==> config.mk <==
export PLATFORM = sky130hd
export DESIGN_NAME = rf_wb_arbiter
export DESIGN_NICKNAME = d
export VERILOG_FILES = /design/src/rtl/rf_wb_arbiter_pkg.sv /design/src/rtl/rf_wb_arbiter_fifo.sv /design/src/rtl/rf_wb_arbiter.sv
export SDC_FILE = /design/constraint.sdc
export NUM_CORES = 1
export LEC_CHECK = 0
export ABC_CLOCK_PERIOD_IN_PS = 3700
export BUFFER_PORTS_ARGS = -buffer_cell sky130_fd_sc_hd__buf_2
export CORE_UTILIZATION = 42
export CTS_BUF_LIST = sky130_fd_sc_hd__clkbuf_8
export CTS_CLUSTER_SIZE = 25
export DETAILED_ROUTE_END_ITERATION = 16
export PLACE_DENSITY = 0.68
export SLEW_MARGIN = 10
export SYNTH_ARGS = -nofsm -noshare
export SYNTH_HDL_FRONTEND = slang
export SYNTH_SLANG_ARGS = --single-unit
==> constraint.sdc <==
create_clock -name clk -period 3.7 [get_ports clk]
set_clock_uncertainty 0.15 [all_clocks]
set_input_delay 0.555 -clock clk [delete_from_list [all_inputs] [get_ports clk]]
set_output_delay 0.555 -clock clk [all_outputs]
set_load 0.05 [all_outputs]
==> src/rtl/rf_wb_arbiter_pkg.sv <==
`default_nettype none
// ============================================================================
//  Module      : rf_wb_arbiter_pkg
//  Description : Shared widths, commit-source encodings, defaults and the
//                buffered divider-result entry type for the register-file
//                writeback arbiter.
//  Revision    : 1.0 - initial release
// ============================================================================
package rf_wb_arbiter_pkg;

    localparam int REG_ADDR_W = 5;
    localparam int XLEN       = 32;

    // commit_src encodings
    localparam logic WB_SRC_PIPE = 1'b0;
    localparam logic WB_SRC_DIV  = 1'b1;

    // Defaults for the top-level parameters
    localparam int DEFAULT_STARVE_LIMIT  = 4;
    localparam int DEFAULT_DIV_BUF_DEPTH = 2;

    // One buffered divider completion
    typedef struct packed {
        logic [REG_ADDR_W-1:0] rd;
        logic [XLEN-1:0]       data;
    } wb_entry_t;

    // x0 is hard-wired zero: writes to it are no-ops and it is never busy
    function automatic logic is_x0(input logic [REG_ADDR_W-1:0] r);
        return (r == '0);
    endfunction

endpackage
`default_nettype wire

==> src/rtl/rf_wb_arbiter_fifo.sv <==
`default_nettype none
// ============================================================================
//  Module      : wb_result_fifo
//  Description : Parameterised synchronous FIFO holding divider results until
//                the register-file write port has a free slot. The head entry
//                is presented combinationally from storage (first-word
//                fall-through), so a pushed entry is visible at the head the
//                cycle after the push.
//  Ports       : clk, rst       - clock, synchronous active-high reset
//                i_push         - write i_push_data (ignored when full)
//                i_push_data    - entry to enqueue
//                i_pop          - retire the head entry (ignored when empty)
//                o_full/o_empty - occupancy flags
//                o_head         - current head entry (valid when !o_empty)
//  Revision    : 1.0 - initial release
// ============================================================================
module wb_result_fifo #(
    parameter int DEPTH = 2,   // power of 2, minimum 2
    parameter int WIDTH = 37
) (
    input  logic             clk,
    input  logic             rst,
    input  logic             i_push,
    input  logic [WIDTH-1:0] i_push_data,
    input  logic             i_pop,
    output logic             o_full,
    output logic             o_empty,
    output logic [WIDTH-1:0] o_head
);

    localparam int c_ptr_w = (DEPTH > 1) ? $clog2(DEPTH) : 1;
    localparam int c_cnt_w = $clog2(DEPTH + 1);

    localparam logic [c_ptr_w-1:0] c_last_ptr = c_ptr_w'(DEPTH - 1);
    localparam logic [c_cnt_w-1:0] c_depth    = c_cnt_w'(DEPTH);

    logic [WIDTH-1:0]   r_mem [DEPTH];
    logic [c_ptr_w-1:0] r_wr_ptr;
    logic [c_ptr_w-1:0] r_rd_ptr;
    logic [c_cnt_w-1:0] r_count;

    logic w_do_push;
    logic w_do_pop;

    // Pointers alone cannot tell full from empty; the count register does.
    assign o_full    = (r_count == c_depth);
    assign o_empty   = (r_count == '0);
    assign w_do_push = i_push && !o_full;
    assign w_do_pop  = i_pop  && !o_empty;
    assign o_head    = r_mem[r_rd_ptr];

    function automatic logic [c_ptr_w-1:0] next_ptr(input logic [c_ptr_w-1:0] p);
        return (p == c_last_ptr) ? '0 : p + 1'b1;
    endfunction

    // Storage needs no reset: occupancy is tracked by r_count alone.
    always_ff @(posedge clk) begin
        if (w_do_push) begin
            r_mem[r_wr_ptr] <= i_push_data;
        end
    end

    always_ff @(posedge clk) begin
        if (rst) begin
            r_wr_ptr <= '0;
            r_rd_ptr <= '0;
            r_count  <= '0;
        end else begin
            if (w_do_push) begin
                r_wr_ptr <= next_ptr(r_wr_ptr);
            end
            if (w_do_pop) begin
                r_rd_ptr <= next_ptr(r_rd_ptr);
            end
            case ({w_do_push, w_do_pop})
                2'b10:   r_count <= r_count + 1'b1;
                2'b01:   r_count <= r_count - 1'b1;
                default: r_count <= r_count;
            endcase
        end
    end

endmodule
`default_nettype wire

==> src/rtl/rf_wb_arbiter.sv <==
`default_nettype none
// ============================================================================
//  Module      : rf_wb_arbiter
//  Description : Owns the single register-file write port and shares it
//                between the in-order pipeline writeback and the divider
//                completion path. Divider results are buffered and drained
//                into free slots; a starvation counter forces a pipeline hold
//                when the head result has been denied STARVE_LIMIT times.
//                A 32-entry busy scoreboard tracks in-flight divides for the
//                hazard unit and flags pipeline writes to busy registers.
//  Ports       : clk, rst                 - clock, sync active-high reset
//                pipe_we/rd/data, pipe_hold - pipeline writeback + stall
//                div_issue, div_issue_rd  - divide entering the divider
//                div_valid/rd/data, div_ready - divider result handshake
//                q_rs1/rs2/rd, q_*_busy   - scoreboard queries
//                rf_we/rd/data            - register-file write port
//                commit_src               - 0 pipeline, 1 divider
//                waw_err                  - sticky write-to-busy flag
//  Revision    : 1.0 - initial release
// ============================================================================
module rf_wb_arbiter
    import rf_wb_arbiter_pkg::*;
#(
    parameter int DIV_BUF_DEPTH = DEFAULT_DIV_BUF_DEPTH,  // power of 2, min 2
    parameter int STARVE_LIMIT  = DEFAULT_STARVE_LIMIT
) (
    input  logic                  clk,
    input  logic                  rst,
    // pipeline writeback
    input  logic                  pipe_we,
    input  logic [REG_ADDR_W-1:0] pipe_rd,
    input  logic [XLEN-1:0]       pipe_data,
    output logic                  pipe_hold,
    // divider
    input  logic                  div_issue,
    input  logic [REG_ADDR_W-1:0] div_issue_rd,
    input  logic                  div_valid,
    input  logic [REG_ADDR_W-1:0] div_rd,
    input  logic [XLEN-1:0]       div_data,
    output logic                  div_ready,
    // scoreboard queries
    input  logic [REG_ADDR_W-1:0] q_rs1,
    input  logic [REG_ADDR_W-1:0] q_rs2,
    input  logic [REG_ADDR_W-1:0] q_rd,
    output logic                  q_rs1_busy,
    output logic                  q_rs2_busy,
    output logic                  q_rd_busy,
    // register file write port
    output logic                  rf_we,
    output logic [REG_ADDR_W-1:0] rf_rd,
    output logic [XLEN-1:0]       rf_data,
    output logic                  commit_src,
    output logic                  waw_err
);

    localparam int c_nregs    = 1 << REG_ADDR_W;
    localparam int c_starve_w = $clog2(STARVE_LIMIT + 2);
    localparam logic [c_starve_w-1:0] c_starve_max = c_starve_w'(STARVE_LIMIT);

    // ------------------------------------------------------------------
    // Divider result buffer
    // ------------------------------------------------------------------
    wb_entry_t w_push_entry;
    wb_entry_t w_head;
    logic      w_full;
    logic      w_empty;
    logic      w_push;
    logic      w_pop;

    assign w_push_entry = '{rd: div_rd, data: div_data};

    // A pop in the same cycle does not open a slot for the divider: the
    // ready depends only on the registered occupancy, which keeps the
    // divider handshake free of a path through the grant logic.
    assign div_ready = !rst && !w_full;
    assign w_push    = div_valid && div_ready;

    wb_result_fifo #(
        .DEPTH (DIV_BUF_DEPTH),
        .WIDTH ($bits(wb_entry_t))
    ) u_div_fifo (
        .clk         (clk),
        .rst         (rst),
        .i_push      (w_push),
        .i_push_data (w_push_entry),
        .i_pop       (w_pop),
        .o_full      (w_full),
        .o_empty     (w_empty),
        .o_head      (w_head)
    );

    // ------------------------------------------------------------------
    // Grant logic
    // ------------------------------------------------------------------
    logic [c_starve_w-1:0] r_starve;
    logic                  w_pipe_writes;
    logic                  w_starved;
    logic                  w_div_grant;
    logic                  w_contend;
    logic                  w_pipe_commit;
    logic                  w_div_commit;

    // A pipeline write to x0 leaves the slot free for the divider.
    assign w_pipe_writes = pipe_we && !is_x0(pipe_rd);
    assign w_starved     = !w_empty && (r_starve == c_starve_max);

    always_comb begin
        w_div_grant = 1'b0;
        w_contend   = 1'b0;
        if (!rst && !w_empty) begin
            if (!w_pipe_writes || w_starved) begin
                w_div_grant = 1'b1;
            end else begin
                w_contend = 1'b1;
            end
        end
    end

    assign w_pop         = w_div_grant;
    // A head entry for x0 retires through a divider grant with no write.
    assign w_div_commit  = w_div_grant && !is_x0(w_head.rd);
    assign w_pipe_commit = !rst && !w_div_grant && w_pipe_writes;

    always_comb begin
        rf_we      = 1'b0;
        rf_rd      = '0;
        rf_data    = '0;
        commit_src = WB_SRC_PIPE;
        pipe_hold  = 1'b0;
        if (!rst) begin
            if (w_div_grant) begin
                rf_we      = w_div_commit;
                rf_rd      = w_head.rd;
                rf_data    = w_head.data;
                commit_src = WB_SRC_DIV;
            end else begin
                rf_we      = w_pipe_commit;
                rf_rd      = pipe_rd;
                rf_data    = pipe_data;
            end
            pipe_hold = w_starved;
        end
    end

    // Counts consecutive pipeline wins over a waiting head entry; a
    // contended win is only possible below the limit, so it cannot overflow.
    always_ff @(posedge clk) begin
        if (rst) begin
            r_starve <= '0;
        end else if (w_empty || w_div_grant) begin
            r_starve <= '0;
        end else if (w_contend) begin
            r_starve <= r_starve + 1'b1;
        end
    end

    // ------------------------------------------------------------------
    // Busy scoreboard
    // ------------------------------------------------------------------
    logic [c_nregs-1:0] r_busy;
    logic [c_nregs-1:0] w_busy_next;

    // Clear first, then set, so an issue to the register being retired in
    // the same cycle leaves it busy for the new divide.
    always_comb begin
        w_busy_next = r_busy;
        if (w_div_commit) begin
            w_busy_next[w_head.rd] = 1'b0;
        end
        if (div_issue && !is_x0(div_issue_rd)) begin
            w_busy_next[div_issue_rd] = 1'b1;
        end
    end

    always_ff @(posedge clk) begin
        if (rst) begin
            r_busy <= '0;
        end else begin
            r_busy <= w_busy_next;
        end
    end

    assign q_rs1_busy = !rst && !is_x0(q_rs1) && r_busy[q_rs1];
    assign q_rs2_busy = !rst && !is_x0(q_rs2) && r_busy[q_rs2];
    assign q_rd_busy  = !rst && !is_x0(q_rd)  && r_busy[q_rd];

    // ------------------------------------------------------------------
    // Sticky WAW error: pipeline overwrote a register a divide still owns
    // ------------------------------------------------------------------
    logic r_waw_err;

    always_ff @(posedge clk) begin
        if (rst) begin
            r_waw_err <= 1'b0;
        end else if (w_pipe_commit && r_busy[pipe_rd]) begin
            r_waw_err <= 1'b1;
        end
    end

    assign waw_err = r_waw_err && !rst;

endmodule
`default_nettype wire

# ---- After elaboration in Yosys (flattened, before gate mapping)
# Memories as Yosys holds them, arrays and structs flattened. A register that Yosys moved wholly into a read port is not among the register bits.
# Index checks and enable logic that the tools add are counted.
dict set report totals {
  mem_count 1
  mem_bits_rw 74
  out_inout_bits 45
  ff_bits 40
}
dict set report classes {
  n_lt_le_gt_ge 8
  addsub 5
  reduce_logical 43
  muxes 34
  n_eq_ne 4
  bitwise 3
}
# memory depth width read_ports rd_ports_with_merged_regs wr line_no
set mem_list {}
lappend mem_list {u_div_fifo.r_mem 2 37 1 1 1 rf_wb_arbiter_fifo.sv:37} ;# logic [WIDTH-1:0] r_mem [DEPTH];
# cell n
set op_table {}
lappend op_table {{32-bit two-way mux} 4}
lappend op_table {{5-bit by 6-bit < comparator with 1-bit output (second input constant)} 6}
lappend op_table {{32-bit bitwise AND} 1}
lappend op_table {{32-bit NOT} 1}
lappend op_table {{32-bit bitwise OR} 1}
lappend op_table {{5-bit logical NOT} 6}
lappend op_table {{1-bit logical AND} 21}
lappend op_table {{1-bit two-way mux} 21}
lappend op_table {{1-bit binary-select mux with 5-bit select} 4}
lappend op_table {{1-bit logical NOT} 11}
lappend op_table {{1-bit demux with 5-bit select} 2}
lappend op_table {{5-bit by 1-bit greater-or-equal comparator with 1-bit output (second input constant)} 2}
lappend op_table {{5-bit two-way mux} 2}
lappend op_table {{2-bit == test (second input constant)} 2}
lappend op_table {{2-bit one-hot mux with 2 select lines} 1}
lappend op_table {{3-bit by 1-bit adder with 3-bit output (second input constant)} 1}
lappend op_table {{3-bit == test (second input constant)} 1}
lappend op_table {{1-bit adder (second input constant)} 2}
lappend op_table {{2-bit by 1-bit adder with 2-bit output (second input constant)} 1}
lappend op_table {{2-bit by 1-bit == test with 1-bit output (second input constant)} 1}
lappend op_table {{2-bit logical NOT} 1}
lappend op_table {{1-bit logical OR} 2}
lappend op_table {{2-bit nonzero test} 1}
lappend op_table {{2-bit OR reduction} 1}
lappend op_table {{2-bit by 1-bit subtractor with 2-bit output (second input constant)} 1}

# ---- Longest topological paths before layout
# Gate-level depths: netlist of the first run.
dict set report logic_depth {
  depth_word 12
  depth_mapped 10
}

# ---- Hierarchy
# A second synthesis of the first run with hierarchy kept.
dict set report unflattened {
  cells_unflattened 547
  hier_area_um2 6242.2
}
# mod cells_each area_per_inst_um2 instances
set by_module_without_submodules {}
lappend by_module_without_submodules {rf_wb_arbiter 406 3359.5 1}
lappend by_module_without_submodules {wb_result_fifo 141 2882.8 1}

# ---- Worst setup path before layout of the first run
# OpenSTA, ideal clock, no wires.
dict set report synth_timing {
  kind {input to output}
  from {input pipe_rd[2]}
  to {output rf_data[31]}
  required_ns 2.995
  arrival_ns 2.878
  stages 6
  path_slack_ns 0.117
  n_path_buf 2
  cell_sequence {buf_6 > or4_4 > o211ai_2 > buf_2 > a21oi_1 > a211oi_1}
}
dict set report synth_via {
  elab_chain_len 9
}
# item line_no
set synth_rtl {}
lappend synth_rtl {{start: declaration} rf_wb_arbiter.sv:31} ;# input logic [REG_ADDR_W-1:0] pipe_rd,
lappend synth_rtl {{5-bit logical NOT} rf_wb_arbiter_pkg.sv:30} ;# return (r == '0);
lappend synth_rtl {{1-bit logical NOT} rf_wb_arbiter.sv:104} ;# assign w_pipe_writes = pipe_we && !is_x0(pipe_rd);
lappend synth_rtl {{1-bit logical AND} rf_wb_arbiter.sv:104}
lappend synth_rtl {{1-bit logical NOT} rf_wb_arbiter.sv:111} ;# if (!w_pipe_writes || w_starved) begin
lappend synth_rtl {{1-bit logical OR} rf_wb_arbiter.sv:111}
lappend synth_rtl {{1-bit two-way mux} rf_wb_arbiter.sv:111}
lappend synth_rtl {{1-bit two-way mux} rf_wb_arbiter.sv:110} ;# if (!rst && !w_empty) begin
lappend synth_rtl {{32-bit two-way mux} rf_wb_arbiter.sv:131} ;# if (w_div_grant) begin
lappend synth_rtl {{32-bit two-way mux} rf_wb_arbiter.sv:130} ;# if (!rst) begin
lappend synth_rtl {{end: declaration} rf_wb_arbiter.sv:51} ;# output logic [XLEN-1:0] rf_data,
# Every way passes these cells.

# ---- Worst setup path in the final report of the first run
dict set report layout_timing {
  from {register u_div_fifo.r_count[0]}
  to {output rf_we}
}
dict set report layout_via {
  elab_chain_len 11
  word_cells_on_any_way 13
  classes_between {mux: 4; reduce/logical: 9}
}
# item line_no
set layout_rtl {}
lappend layout_rtl {{start: declaration} rf_wb_arbiter_fifo.sv:40} ;# logic [c_cnt_w-1:0] r_count;
lappend layout_rtl {{start signal: assignment} rf_wb_arbiter_fifo.sv:76} ;# 2'b10: r_count <= r_count + 1'b1;
lappend layout_rtl {{start signal: assignment} rf_wb_arbiter_fifo.sv:77} ;# 2'b01: r_count <= r_count - 1'b1;
lappend layout_rtl {{start signal: assignment} rf_wb_arbiter_fifo.sv:78} ;# default: r_count <= r_count;
lappend layout_rtl {{2-bit logical NOT (*)} rf_wb_arbiter_fifo.sv:47} ;# assign o_empty = (r_count == '0);
lappend layout_rtl {{1-bit logical NOT (*)} {rf_wb_arbiter.sv:105, rf_wb_arbiter.sv:110}}
lappend layout_rtl {{1-bit logical AND} rf_wb_arbiter.sv:105} ;# assign w_starved = !w_empty && (r_starve == c_starve_max);
lappend layout_rtl {{1-bit logical OR} rf_wb_arbiter.sv:111}
lappend layout_rtl {{1-bit two-way mux} rf_wb_arbiter.sv:111}
lappend layout_rtl {{1-bit two-way mux (*)} rf_wb_arbiter.sv:110}
lappend layout_rtl {{1-bit logical NOT} rf_wb_arbiter.sv:122} ;# assign w_pipe_commit = !rst && !w_div_grant && w_pipe_writes;
lappend layout_rtl {{1-bit logical AND (2 in series)} rf_wb_arbiter.sv:122}
lappend layout_rtl {{1-bit two-way mux (*)} rf_wb_arbiter.sv:131}
lappend layout_rtl {{1-bit two-way mux (*)} rf_wb_arbiter.sv:130}
lappend layout_rtl {{end: declaration} rf_wb_arbiter.sv:49} ;# output logic rf_we,
# Mark *: on every way between the ends. The rest lies on a longest branch, timed or not.

==> impl_metrics.yaml, run 1 <==
run_status:
  status: "finished clean"
clocking:
  clk_pin_slew_worst_paths_ns: 0.08
  cts_buffers: 17
  clockRootBuffer: "clkbuf_8"
  cts.sinks: 115
  post_cts_buffers: 0
  clock_path_buffers: 2
  cts_tree: "built"
  clock_latency_ns: 0.43
  holdBufCountCts: 0
  cts_resized: 0
  ctsHtreeMaxLevel: 4
route:
  topRoutingLayerUsed: "met4"
  num_vias: 5100
  routed_wl_um: 16600
  wl_per_cell_um: 19.3
  drc: 0
  met1_length_um: 6610
  wl_met2_um: 8060
  drtIter0Drc: 342
  wl_met3_um: 1620
  routed_via_density: 5.93
  firstDrtPassIters: 5
  ant_nets: 0
layout:
  area_delta_synth_final_pct: 19.9
  final_area_um2: 7490
  drive_gt1_frac: 0.341
  fillers: 1297
  mostFrequentLayoutCells: "buf_2 (143), edfxtp_1 (74), mux2i_1 (45)"
  final_common_cell: "buf_2"
  final_nets: 763
  fin_util: 0.516
global_route:
  grt.overflow.total: 0
  antenna_found_initial: 1
  grt_start_max_net_pins: 40
  grt_pass1_vias: 4968
  grt_pass1_wl_um: 25600
  track_usage: 0.225
synthesis:
  netlist_area_um2: 6250
  muxShareOfSynthArea: 0.191
  synth_top_family_by_area: "multiplexers"
  synth_cells: 530
  synth-edff-count: 74
  synth_compound_area_frac: 0.166
  synth_nets: 632
  ys_ff_latch: 115
  yosys.area_share.adder: 0.00601
  ys_async_sr_fraction: 0
  synth-seq-area-share: 0.487
  avgSynthCellArea_um2: 11.8
  synth_simple_gate_area_frac: 0.102
  yosys_warnings: 0
  synthXorXnorAreaFrac: 0.00561
  ys_types: 49
  synthFlopType: "edfxtp_1"
sta:
  finalSetupViolCount: 0
  fin_crit_ns: 3.25
  hold_viol_final: 0
  rsz0062_at_grt: "no"
  maxSlewViolCount: 0
  setup_tns_ns: 0
  worstMarginPinSlew_ns: 1.16
  fmax_mhz: 308
  timing.slew.headroom: 0.223
  period_share: 0.878
worst_setup_path:
  worstPathMaxFanout: 24
  cp.arrival_ns: 2.55
  endpoint_kind: "output pin"
  critical_path_required_ns: 2.99
  worstRegToRegCells: 3
  critical_path_class: "register to output pin"
  cp-start-kind: "register"
placed_design:
  place_area_um2: 7130
  hpwlAfterDp_um: 12100
  io_buffers: 143
  gp_congestion: 0.913
floorplanning:
  num_io_pins: 144
  core_um2: 14500
  start_util: 0.430
  row_count: 44
  dieArea_um2: 15400
  die_x_um: 124
  fp.dieH_um: 124
pwr:
  leakagePower_nw: 2.72
  p_per_area_nw_per_um2: 411
  peakVddDrop_v: 0.000252
hold_path:
  hold_path_class: "input pin to register"
  whs_path_depth: 1
job:
  cap_viol_max_count: 0
-- metal layers --
layer | vias to the layer above | GRT usage
li1 | 2391 | -
met1 | 2448 | 0.277
met2 | 233 | 0.369
met3 | 28 | 0.0723
met4 | 0 | 0.0796
met5 | - | 0
-- worst max-delay path, cell delays in order (launching register included) --
cell	delay, ns
dfxtp_1	0.38
o21bai_2	0.78
nor2_1	0.18
nor3_1	0.37
a21o_1	0.13
buf_2	0.28
-- Yosys cell counts, types with 2 or more instances --
cell type  count  area, um^2
edfxtp_1      74        2220
mux2i_1       45         450
nand2_1       42         158
dfxtp_1       41         821
nor3_1        39         195
a21oi_1       37         185
mux4_2        33         743
a311oi_1      31         272
a31o_1        29         254
clkbuf_1      28         105
inv_1         16        60.1
nor2_1        14        52.6
and3_1        11        68.8
buf_2          8        40.0
buf_1          6        22.5
o21ai_0        6        30.0
a31o_2         5        43.8
nand3_1        5        25.0
nor2b_1        5        31.3
nor3b_1        4        30.0
o211a_1        4        40.0
o32ai_1        4        35.0
a31oi_1        3        18.8
a32o_1         3        30.0
ha_1           3        37.5
or4_1          3        22.5
xnor2_1        3        26.3
buf_4          2        15.0
buf_6          2        22.5
nand2b_1       2        12.5
o21ai_1        2        10.0
o311ai_0       2        17.5
or3_1          2        12.5
-- flip-flops by register name, summed over array words and instances, names as in the netlist, named ones only --
register             flops
r_busy                  32
r_starve                 3
r_waw_err                1
u_div_fifo.r_count       2
u_div_fifo.r_mem        74
u_div_fifo.r_rd_ptr      1
u_div_fifo.r_wr_ptr      1
-- final cells by class --
type	instances	area, um^2	area share
well taps	184	230	0.0307
multi-input cells	353	2960	0.395
clock inverters	15	121	0.0162
flip-flops and latches	115	3040	0.406
inverters	16	60.1	0.00801
clock buffers	17	234	0.0312
repair buffers	158	841	0.112
diodes	2	5.00	0.000668
-- final timing paths --
| kind | startpoint | end | slack (ns) |
|---|---|---|---|
| max reg2reg | register | r_busy[17]$_SDFF_PP0_ | 1.25 |
| min reg2reg | r_starve[0]$_SDFFE_PP0P_ | r_starve[0]$_SDFFE_PP0P_ | 0.32 |
| min | div_data[9] | u_div_fifo.r_mem[1][9]$_DFFE_PP_ | 0.15 |
| max | u_div_fifo.r_count[0]$_SDFFE_PP0P_ | rf_we | 0.45 |
-- metrics by stage --
step / setup slack, ns / total power (W) / instances / hold slack, ns
after floorplan: 0.117 / 0.00189 / 530 / 0.281
after global placement: 0.568 / 0.00206 / 826 / 0.293
after detailed placement: 0.501 / 0.00208 / 826 / 0.315
after CTS: 0.411 / 0.00309 / 858 / 0.139
after global routing: 0.291 / 0.00320 / 858 / 0.137
final: 0.450 / 0.00308 / 860 / 0.150
-- kinds of logic (layout without fill, tap and decap cells) --
logic type,Yosys count,after routing
AO/OA/AOI/OAI,138,138
AND/OR/NAND/NOR,130,130
flip-flops,115,115
multiplexers,78,78
buffers and inverters,62,206
XOR/XNOR,4,4
adder cells (fa/ha/maj),3,3
other,0,2
-- report_power, final --
group,internal [W],total (W),switching [W],leakage [nW]
combinational,0.000196,0.000597,0.000401,1.54
sequential,0.00142,0.00145,0.0000367,1.01
clock,0.000519,0.00103,0.000508,0.169
No activity file was read; power rests on OpenSTA's default activity.
==> inputs of run 2 (changes only) <==
CTS_BUF_LIST = sky130_fd_sc_hd__clkbuf_16   (was sky130_fd_sc_hd__clkbuf_8)
==> impl_metrics.yaml, run 2 (synthesized netlist as in run 1, its figures left out) <==
layout:
  mostFrequentLayoutCells: "buf_2 (143), edfxtp_1 (74), mux2i_1 (45)"
  final_area_um2: 7680
  largest_reg_flops: 74
  area_delta_synth_final_pct: 23.0
  fin_util: 0.529
  drive_gt1_frac: 0.341
  final_common_cell: "buf_2"
  regMostFlops: "u_div_fifo.r_mem"
  final_nets: 763
  top_regs: "u_div_fifo.r_mem: 74 flops, r_busy: 32 flops, r_starve: 3 flops"
pwr:
  p_per_area_nw_per_um2: 459
  peakVddDrop_v: 0.000299
  leakagePower_nw: 2.81
clocking:
  ctsHtreeMaxLevel: 4
  clock_path_buffers: 2
  holdBufCountCts: 0
  clockRootBuffer: "clkbuf_16"
  cts_buffers: 17
  clk_pin_slew_worst_paths_ns: 0.06
  post_cts_buffers: 0
  cts_tree: "built"
  clock_latency_ns: 0.41
  cts.sinks: 115
  cts_resized: 0
sta:
  hold_viol_final: 0
  fmax_mhz: 310
  maxSlewViolCount: 0
  worstMarginPinSlew_ns: 1.14
  rsz0062_at_grt: "no"
  setup_tns_ns: 0
  period_share: 0.873
  timing.slew.headroom: 0.234
  finalSetupViolCount: 0
  fin_crit_ns: 3.23
floorplanning:
  fp.dieH_um: 124
  start_util: 0.430
  num_io_pins: 144
  core_um2: 14500
  dieArea_um2: 15400
  row_count: 44
  die_x_um: 124
global_route:
  track_usage: 0.228
  grt_pass1_wl_um: 25900
  grt_start_max_net_pins: 40
  antenna_found_initial: 2
  grt_pass1_vias: 4979
  grt.overflow.total: 0
worst_setup_path:
  cp.arrival_ns: 2.53
  critical_path_class: "register to output pin"
  worstReg2RegStart: "r_starve[0]$_SDFFE_PP0P_"
  cp-start-kind: "register"
  rr_endpoint: "u_div_fifo.r_count[1]$_SDFFE_PP0P_"
  critical_path_required_ns: 2.99
  worstRegToRegCells: 9
  endpoint_kind: "output pin"
  ff2ff_setup_slack_ns: 1.26
  worstPathMaxFanout: 24
  critical_path.startpoint: "u_div_fifo.r_count[0]$_SDFFE_PP0P_"
placed_design:
  place_area_um2: 7130
  io_buffers: 143
  hpwlAfterDp_um: 12100
  gp_congestion: 0.913
route:
  routed_via_density: 6.00
  num_vias: 5153
  wl_per_cell_um: 19.4
  firstDrtPassIters: 5
  drc: 0
  ant_nets: 0
  drtIter0Drc: 283
  routed_wl_um: 16700
hold_path:
  hold_path_class: "input pin to register"
  holdCritStartpoint: "div_data[9]"
  whs_path_depth: 1
  min_to: "u_div_fifo.r_mem[1][9]$_DFFE_PP_"
job:
  cap_viol_max_count: 0
run_status:
  status: "finished clean"
[run 2: cell types whose count changed in the layout (fill, tap and decap cells not counted)]
cell and delta:
clkbuf_8 -17, clkbuf_16 +17, diode_2 -1
[run 2: power breakdown]
| group | internal, W | switching (W) | total [W] |
|---|---|---|---|
| clock network | 0.000911 | 0.000565 | 0.00148 |
| logic | 0.000196 | 0.000400 | 0.000596 |
| registers | 0.00142 | 0.0000371 | 0.00146 |
[run 2: how the worst max path moves through the flow]
| stage | end | slack [ns] |
|---|---|---|
| finish | rf_we | 0.47 |
| global route | rf_data[14] | 0.32 |
| CTS | rf_data[14] | 0.44 |
| detailed placement | rf_data[27] | 0.50 |
| global placement | rf_data[10] | 0.57 |
| floorplan | rf_data[31] | 0.12 |
[run 2: cell type report]
cell class / instances / area, um^2
Inverter: 16 / 60.1
Timing Repair Buffer: 158 / 841
Antenna cell: 1 / 2.50
Fill cell: 1270 / 6850
Multi-Input combinational cell: 353 / 2960
Sequential cell: 115 / 3040
Clock buffer: 17 / 425
Tap cell: 184 / 230
Clock inverter: 15 / 121
[run 2: worst max-delay path, stage by stage, from the launching register on]
cell      delay, ns
dfxtp_1        0.37
o21bai_2       0.78
nor2_1         0.18
nor3_1         0.37
a21o_1         0.13
buf_2          0.28
[run 2: through the flow]
stage	power [W]	instances	worst slack, ns	hold WS, ns
2_1_floorplan	0.00189	530	0.117	0.281
3_3_place_gp	0.00206	826	0.568	0.293
3_5_place_dp	0.00208	826	0.501	0.315
4_1_cts	0.00354	858	0.441	0.170
5_1_grt	0.00365	858	0.319	0.172
6_report	0.00353	859	0.469	0.179
[run 2: metal layers]
| layer | wire (um) | GRT usage | vias to the layer above |
|---|---|---|---|
| li1 | - | - | 2394 |
| met5 | 13 | 0 | - |
| met3 | 1600 | 0.0746 | 28 |
| met1 | 6670 | 0.279 | 2475 |
| met2 | 8110 | 0.372 | 254 |
| met4 | 301 | 0.0856 | 2 |
